<file path="src/rtl/apb_fifo_pkg.sv">
// rtl/apb_fifo_pkg.sv - register map offsets, field indices and bus data type
package apb_fifo_pkg;

  typedef logic [31:0] apb_data_t;

  localparam logic [3:0] ADDR_DATA   = 4'h0;
  localparam logic [3:0] ADDR_STATUS = 4'h4;
  localparam logic [3:0] ADDR_CTRL   = 4'h8;
  localparam logic [3:0] ADDR_THRESH = 4'hC;

  localparam int STAT_EMPTY   = 0;
  localparam int STAT_FULL    = 1;
  localparam int STAT_LEVEL   = 2;
  localparam int STAT_OVF     = 3;
  localparam int STAT_UDF     = 4;
  localparam int STAT_CNT_LSB = 8;

  localparam int CTRL_IRQ_EN = 0;
  localparam int CTRL_CLEAR  = 1;

endpackage

</file>
<file path="src/rtl/apb_fifo_slave_if.sv">
// rtl/apb_fifo_slave_if.sv - APB3 bus bundle between requester and the FIFO slave
interface apb_fifo_slave_if;
  import apb_fifo_pkg::*;

  logic       PSEL;
  logic       PENABLE;
  logic [3:0] PADDR;
  logic       PWRITE;
  apb_data_t  PWDATA;
  apb_data_t  PRDATA;
  logic       PREADY;
  logic       PSLVERR;

  modport master (
    output PSEL, PENABLE, PADDR, PWRITE, PWDATA,
    input  PRDATA, PREADY, PSLVERR
  );

  modport slave (
    input  PSEL, PENABLE, PADDR, PWRITE, PWDATA,
    output PRDATA, PREADY, PSLVERR
  );

endinterface

</file>
<file path="src/rtl/sync_fifo_core.sv">
// rtl/sync_fifo_core.sv - first-word fall-through FIFO with wrap-around pointers and clear
module sync_fifo_core #(
  parameter int DATA_W = 8,
  parameter int DEPTH  = 16
) (
  input  logic                     PCLK,
  input  logic                     PRESETn,
  input  logic                     push,
  input  logic                     pop,
  input  logic                     clr,
  input  logic [DATA_W-1:0]        wdata,
  output logic [DATA_W-1:0]        rdata,
  output logic                     full,
  output logic                     empty,
  output logic [$clog2(DEPTH):0]   count
);

  localparam int AW    = $clog2(DEPTH);
  localparam int CNT_W = AW + 1;

  logic [DATA_W-1:0] mem [DEPTH];
  logic [AW-1:0]     wr_ptr;
  logic [AW-1:0]     rd_ptr;
  logic              do_push;
  logic              do_pop;

  assign full  = (count == CNT_W'(DEPTH));
  assign empty = (count == '0);

  // A push into a full FIFO is still accepted when a pop frees the slot in the same cycle.
  assign do_push = push & (~full | pop);
  assign do_pop  = pop & ~empty;

  always_ff @(posedge PCLK or negedge PRESETn) begin
    if (!PRESETn) begin
      wr_ptr <= '0;
      rd_ptr <= '0;
      count  <= '0;
    end else if (clr) begin
      wr_ptr <= '0;
      rd_ptr <= '0;
      count  <= '0;
    end else begin
      if (do_push) wr_ptr <= wr_ptr + AW'(1);
      if (do_pop)  rd_ptr <= rd_ptr + AW'(1);
      case ({do_push, do_pop})
        2'b10:   count <= count + CNT_W'(1);
        2'b01:   count <= count - CNT_W'(1);
        default: count <= count;
      endcase
    end
  end

  always_ff @(posedge PCLK) begin
    if (do_push && !clr) mem[wr_ptr] <= wdata;
  end

  assign rdata = mem[rd_ptr];

endmodule

</file>
<file path="src/rtl/apb_fifo_slave.sv">
// rtl/apb_fifo_slave.sv - zero-wait APB3 slave fronting a FIFO with status, control and threshold irq
module apb_fifo_slave
  import apb_fifo_pkg::*;
#(
  parameter int DATA_W = 8,
  parameter int DEPTH  = 16
) (
  input  logic             PCLK,
  input  logic             PRESETn,
  apb_fifo_slave_if.slave  bus,
  output logic             irq
);

  localparam int CNT_W = $clog2(DEPTH) + 1;

  logic              access;
  logic              wr;
  logic              rd;
  logic              sel_data;
  logic              sel_status;
  logic              sel_ctrl;
  logic              sel_thresh;
  logic              misaligned;
  logic              push;
  logic              pop;
  logic              clr;
  logic              ovf_hit;
  logic              udf_hit;
  logic              ctrl_wr;
  logic              thresh_wr;
  logic              full;
  logic              empty;
  logic              level;
  logic [CNT_W-1:0]  count;
  logic [DATA_W-1:0] fifo_rdata;
  logic              irq_en;
  logic [CNT_W-1:0]  thresh;
  logic              ovf;
  logic              udf;
  logic              unused_pwdata;
  apb_data_t         rdata_bus;

  assign access     = bus.PSEL & bus.PENABLE;
  assign wr         = access & bus.PWRITE;
  assign rd         = access & ~bus.PWRITE;
  assign misaligned = (bus.PADDR[1:0] != 2'b00);
  assign sel_data   = (bus.PADDR == ADDR_DATA);
  assign sel_status = (bus.PADDR == ADDR_STATUS);
  assign sel_ctrl   = (bus.PADDR == ADDR_CTRL);
  assign sel_thresh = (bus.PADDR == ADDR_THRESH);

  assign push      = wr & sel_data & ~full;
  assign pop       = rd & sel_data & ~empty;
  assign ovf_hit   = wr & sel_data & full;
  assign udf_hit   = rd & sel_data & empty;
  assign ctrl_wr   = wr & sel_ctrl;
  assign thresh_wr = wr & sel_thresh;
  assign clr       = ctrl_wr & bus.PWDATA[CTRL_CLEAR];

  assign bus.PREADY  = access;
  assign bus.PSLVERR = ovf_hit | udf_hit | (wr & sel_status) | (access & misaligned);

  assign unused_pwdata = ^bus.PWDATA;

  sync_fifo_core #(
    .DATA_W (DATA_W),
    .DEPTH  (DEPTH)
  ) u_core (
    .PCLK    (PCLK),
    .PRESETn (PRESETn),
    .push    (push),
    .pop     (pop),
    .clr     (clr),
    .wdata   (bus.PWDATA[DATA_W-1:0]),
    .rdata   (fifo_rdata),
    .full    (full),
    .empty   (empty),
    .count   (count)
  );

  // A threshold above DEPTH can never be reached, so level simply stays low.
  assign level = (count >= thresh);

  always_ff @(posedge PCLK or negedge PRESETn) begin
    if (!PRESETn) begin
      irq_en <= 1'b0;
      thresh <= CNT_W'(1);
      ovf    <= 1'b0;
      udf    <= 1'b0;
      irq    <= 1'b0;
    end else begin
      if (ctrl_wr)   irq_en <= bus.PWDATA[CTRL_IRQ_EN];
      if (thresh_wr) thresh <= bus.PWDATA[CNT_W-1:0];
      if (clr) begin
        ovf <= 1'b0;
        udf <= 1'b0;
      end else begin
        if (ovf_hit) ovf <= 1'b1;
        if (udf_hit) udf <= 1'b1;
      end
      irq <= irq_en & (level | ovf | udf);
    end
  end

  // Reads are combinational from pre-commit state; misaligned offsets match no case item.
  always_comb begin
    rdata_bus = '0;
    if (rd) begin
      case (bus.PADDR)
        ADDR_DATA: begin
          if (!empty) rdata_bus[DATA_W-1:0] = fifo_rdata;
        end
        ADDR_STATUS: begin
          rdata_bus[STAT_EMPTY]                  = empty;
          rdata_bus[STAT_FULL]                   = full;
          rdata_bus[STAT_LEVEL]                  = level;
          rdata_bus[STAT_OVF]                    = ovf;
          rdata_bus[STAT_UDF]                    = udf;
          rdata_bus[STAT_CNT_LSB +: CNT_W]       = count;
        end
        ADDR_CTRL:   rdata_bus[CTRL_IRQ_EN] = irq_en;
        ADDR_THRESH: rdata_bus[CNT_W-1:0]   = thresh;
        default:     rdata_bus = '0;
      endcase
    end
  end

  assign bus.PRDATA = rdata_bus;

endmodule

</file>
<file path="src/flat_wrapper.sv">
// flat-port wrapper written by rule: the top's interface ports become plain ports
module apb_fifo_slave_flat import apb_fifo_pkg::*;
#(
  parameter int DATA_W = 8,
  parameter int DEPTH  = 16
)
  (PCLK, PRESETn, irq, bus_PSEL, bus_PENABLE, bus_PADDR, bus_PWRITE, bus_PWDATA, bus_PRDATA, bus_PREADY, bus_PSLVERR);
  apb_fifo_slave_if bus_i ();
  input  logic PCLK;
  input  logic PRESETn;
  output logic irq;
  input wire logic [$bits(bus_i.PSEL)-1:0] bus_PSEL;
  input wire logic [$bits(bus_i.PENABLE)-1:0] bus_PENABLE;
  input wire logic [$bits(bus_i.PADDR)-1:0] bus_PADDR;
  input wire logic [$bits(bus_i.PWRITE)-1:0] bus_PWRITE;
  input wire logic [$bits(bus_i.PWDATA)-1:0] bus_PWDATA;
  output wire logic [$bits(bus_i.PRDATA)-1:0] bus_PRDATA;
  output wire logic [$bits(bus_i.PREADY)-1:0] bus_PREADY;
  output wire logic [$bits(bus_i.PSLVERR)-1:0] bus_PSLVERR;
  assign bus_i.PSEL = bus_PSEL;
  assign bus_i.PENABLE = bus_PENABLE;
  assign bus_i.PADDR = bus_PADDR;
  assign bus_i.PWRITE = bus_PWRITE;
  assign bus_i.PWDATA = bus_PWDATA;
  assign bus_PRDATA = bus_i.PRDATA;
  assign bus_PREADY = bus_i.PREADY;
  assign bus_PSLVERR = bus_i.PSLVERR;
  apb_fifo_slave #(.DATA_W(DATA_W), .DEPTH(DEPTH)) u_core (.PCLK(PCLK), .PRESETn(PRESETn), .bus(bus_i), .irq(irq));
endmodule
</file>
<file path="config.mk">
export PLATFORM = sky130hd
export DESIGN_NAME = apb_fifo_slave_flat
export DESIGN_NICKNAME = d
export VERILOG_FILES = /design/src/rtl/apb_fifo_pkg.sv /design/src/rtl/apb_fifo_slave_if.sv /design/src/rtl/sync_fifo_core.sv /design/src/rtl/apb_fifo_slave.sv /design/src/flat_wrapper.sv
export SDC_FILE = /design/constraint.sdc
export NUM_CORES = 1
export LEC_CHECK = 0
export CAP_MARGIN = 5
export CELL_PAD_IN_SITES_DETAIL_PLACEMENT = 2
export CELL_PAD_IN_SITES_GLOBAL_PLACEMENT = 2
export CORE_UTILIZATION = 44
export CTS_CLUSTER_DIAMETER = 100
export CTS_CLUSTER_SIZE = 20
export DETAILED_ROUTE_END_ITERATION = 12
export PLACE_DENSITY_LB_ADDON = 0.1
export REMOVE_ABC_BUFFERS = 1
export SYNTH_ARGS = -nofsm -noshare
export SYNTH_HDL_FRONTEND = slang
export SYNTH_HIERARCHICAL = 1
export SYNTH_SLANG_ARGS = --single-unit
</file>
<file path="constraint.sdc">
create_clock -name PCLK -period 6.9 [get_ports PCLK]
set_input_delay 1.725 -clock PCLK [delete_from_list [all_inputs] [get_ports PCLK]]
set_output_delay 1.725 -clock PCLK [all_outputs]
set_load 0.02 [all_outputs]
</file>
==> metrics list <==
- Startpoint-to-endpoint class of the critical path: input pin to output port
- Timing-limited maximum frequency: about 0.17 GHz
- RSZ-0062 raised after global routing: false
- Summed over all layers, the global routing overflow is 0.
- Placeable core region: between 0.01 and 0.015 sq mm
- The tree built by TritonCTS fans out to 150 sinks.
* TritonCTS Buffers: 17
- The via count of the first global-routing pass came to around 4200.
* Routed via count: 3814
- After filler insertion, the fill cell instance count of the layout stands at 1363.
- The H-tree was split into 4 levels.
- After clock tree synthesis, the clock-pin slew on the worst setup and hold paths is about 60 ps.
- After layout, the design draws a total of 2.184 mW.
- Slew at the pin closest to its max-slew limit: 1092 ps
- Clock Root Buffer: sky130_fd_sc_hd__clkbuf_16
- Synthesized area divided by synthesized cell count: between 15 and 20 sq um
* Detailed-route vias per instance: between 5 and 6
- Power per Cell Area: 282.5 mW/mm^2
- Die boundary height: 125.9 microns
* Final Slew Violations: 0
* Synthesized cell area: ~0.0068 sq mm
- Post-detailed-routing wire length: 17.43 mm
* Cells after synthesis: around 430
- The flow ran to the end, and the final reports show no timing, DRC or antenna violations.
- The final critical path takes up 85.50% of the cycle.
* Routed WL per cell: 26.49 microns
- Sequential cell area fraction in the yosys report: 65.06%
- Post-CTS Resized: 0
- The hold violation count in the final report is 0.
- Relative slew margins: about 27%
- Wire length of the first global-routing pass: 26.83 mm
* # setup viols final: 0
- The worst path in the final design needs a cycle of about 5900 ps, including I/O delays and setup.
- The floorplan step set the die width to 125.9 microns.
- Distinct cells, synth: 62
- Total leakage power: ~2.7 nW
- Most frequent cells in the layout: 128 x sky130_fd_sc_hd__edfxtp_1, 43 x sky130_fd_sc_hd__nor2_1, 32 x sky130_fd_sc_hd__clkdlybuf4s50_1, 32 x sky130_fd_sc_hd__mux4_2, 20 x sky130_fd_sc_hd__dfrtp_1
* Critical Path End Type: output port
* Ant. Diodes: 0
- The initial utilization of the core area, before any placement, comes to 45.79%.
- In the global route stage, overall resource usage came out at 23.94%.
- In this run the most critical hold path is launched from u_core/thresh[3].
- Crit start category: input pin
- CTS tree: yes
* First-pass detailed-route iteration total: 4
* Total of warnings raised by yosys: 6
* Most frequent standard cell in the layout excluding fill and tap cells: sky130_fd_sc_hd__edfxtp_1
- The worst hold path terminates at u_core/thresh[3].
- Across the VDD grid, the largest voltage drop is around 0.00019 V.
* DRC marker count from the first detailed-route iteration: 255
- Worst r2r dst: u_core/u_core/mem[10][1]
- Share of layout cells above drive strength 1: 18.35%
- The area growth from synthesis to layout is 14.41%.
- Number of antenna violations at the first check in global routing: 0
* Maximum fanout along the worst path: 11
- STA puts the critical path data arrival time at ~4200 ps.
- The most used flip-flop cell after synthesis is sky130_fd_sc_hd__edfxtp_1.
- Total number of placement rows: 44
- For this run, design rule violations remaining after detail routing come to 0.
* Total of flip-flops plus latches after synthesis: 150
- The clock arrives with 8.455 ps of skew.
- FFs w/ async S/R, synth: 14.67%
- Required arrival time at the worst endpoint: between 5000 and 6000 ps
- Once the clock tree was built, the setup fixing pass inserted 0 buffers.
* Largest net degree at the start of global routing: 30
- Yosys mapped a number of flops with a built-in enable equal to 128.
* Final #Nets: 517
- Counting instances, the worst hold path has a depth of 1.
- Post-detailed-placement half-perimeter wirelength: 11.75 mm
- The worst register-to-register path has a setup slack of 2710 ps.
- Routability-driven placement finished with a final weighted congestion of 0.7558.
- Worst-Skew Late Latency: 420 ps
* Final standard cell utilization of the core: 52.39%
* DIE AREA: around 0.016 sq mm
* Number of buffers inserted by port buffering: 32
- Worst r2r path cells: 8
* Final total negative setup slack: 0 ps
- Number of primary I/O pins: between 70 and 80
- Hold repair after CTS inserted 0 buffers.
- Remaining number of nets flagged by the antenna check after routing: 0
- Critical register-to-register path startpoint: u_core/u_core/count[4]
- Largest buffer count on any clock path: 2
- On the final layout, the worst hold slack is 583.5 ps.
* Path class of the lowest-slack min-delay path: register to register
- Count of maximum capacitance violations: 0
through the flow:
step | cells | setup slack [ps] | instance area [sq um]
after global routing | 658 | 870.4 | 7730
final | 658 | 1001 | 7730
after floorplan | 406 | 2346 | 6596
after global placement | 627 | 1107 | 7186
after detailed placement | 627 | 1027 | 7186
after CTS | 658 | 1017 | 7730
layer usage:
| metal | share of wire, % | vias up | track usage, % |
|---|---|---|---|
| met5 | 0 | - | 0 |
| met4 | 1.4 | 0 | 7.867 |
| met3 | 4.5 | 17 | 4.121 |
| met2 | 53 | 98 | 41.44 |
| met1 | 41 | 2025 | 30.66 |
| li1 | - | 1674 | - |
cell type report:
class,instances,area [sq um],area share [%]
multi-input combinational,242,2148,27.79
clock buffer,19,432.9,5.601
inverter,14,52.55,0.6798
sequential,150,4397,56.88
timing repair buffer,37,357.8,4.629
clock inverter,12,111.4,1.441
tap,184,230.2,2.978
worst max path at each step:
stage | startpoint | end | slack [ps] | depth (start not counted)
5_1_grt | bus_PADDR[2] | bus_PRDATA[6] | 870 | 6
3_3_place_gp | bus_PADDR[2] | bus_PRDATA[6] | 1110 | 6
4_1_cts | bus_PADDR[2] | bus_PRDATA[6] | 1020 | 6
6_report | bus_PADDR[2] | bus_PRDATA[6] | 1000 | 6
2_1_floorplan | u_core/u_core/rd_ptr[0] | bus_PRDATA[2] | 2350 | 6
3_5_place_dp | bus_PADDR[2] | bus_PRDATA[5] | 1030 | 6
cells by family (layout without fill, tap and decap cells):
family	after synthesis	after routing	share of synthesized area, %
simple gates	106	106	8.370
mux	48	48	13.28
fa+ha+maj	14	14	2.704
buf+inv	51	82	4.148
flops	150	150	65.06
xor+xnor	8	8	1.037
other cells	1	19	0.05550
compound gates	47	47	5.352
synth_stat cells, drive strengths merged, types with 4 or more instances:
| library cell | count | area share [%] |
|---|---|---|
| nor3 | 8 | 0.93 |
| dfrtp | 21 | 7.8 |
| mux2i | 6 | 0.89 |
| nand3 | 4 | 0.44 |
| a21oi | 8 | 0.59 |
| ha | 13 | 2.4 |
| xor2 | 5 | 0.65 |
| clkbuf | 9 | 0.50 |
| mux2 | 10 | 1.7 |
| nor2 | 43 | 2.4 |
| mux4 | 32 | 11 |
| edfxtp | 128 | 57 |
| buf | 28 | 2.9 |
| a22oi | 16 | 1.8 |
| and2 | 11 | 1.0 |
| nand2 | 16 | 1.0 |
| inv | 14 | 0.78 |
flip-flops by register name, indices dropped and copies added, names as in the netlist:
signal                flops
u_core/u_core/rd_ptr      4
u_core/ovf                1
u_core/irq                1
u_core/u_core/count       5
u_core/thresh             5
u_core/irq_en             1
u_core/u_core/wr_ptr      4
u_core/udf                1
u_core/u_core/mem       128
worst max-delay path, stage by stage:
cell	delay, ps
sky130_fd_sc_hd__clkdlybuf4s50_1	610
sky130_fd_sc_hd__nor3_1	280
sky130_fd_sc_hd__and2_2	260
sky130_fd_sc_hd__and2b_1	490
sky130_fd_sc_hd__and2_1	210
sky130_fd_sc_hd__clkdlybuf4s50_1	600
report_power, final:
group          internal (mW)  total, mW  switching (mW)
clock network          0.523      0.872           0.350
registers               1.00       1.06          0.0617
logic                  0.128      0.247           0.119
No activity file was read; power rests on OpenSTA's default activity.
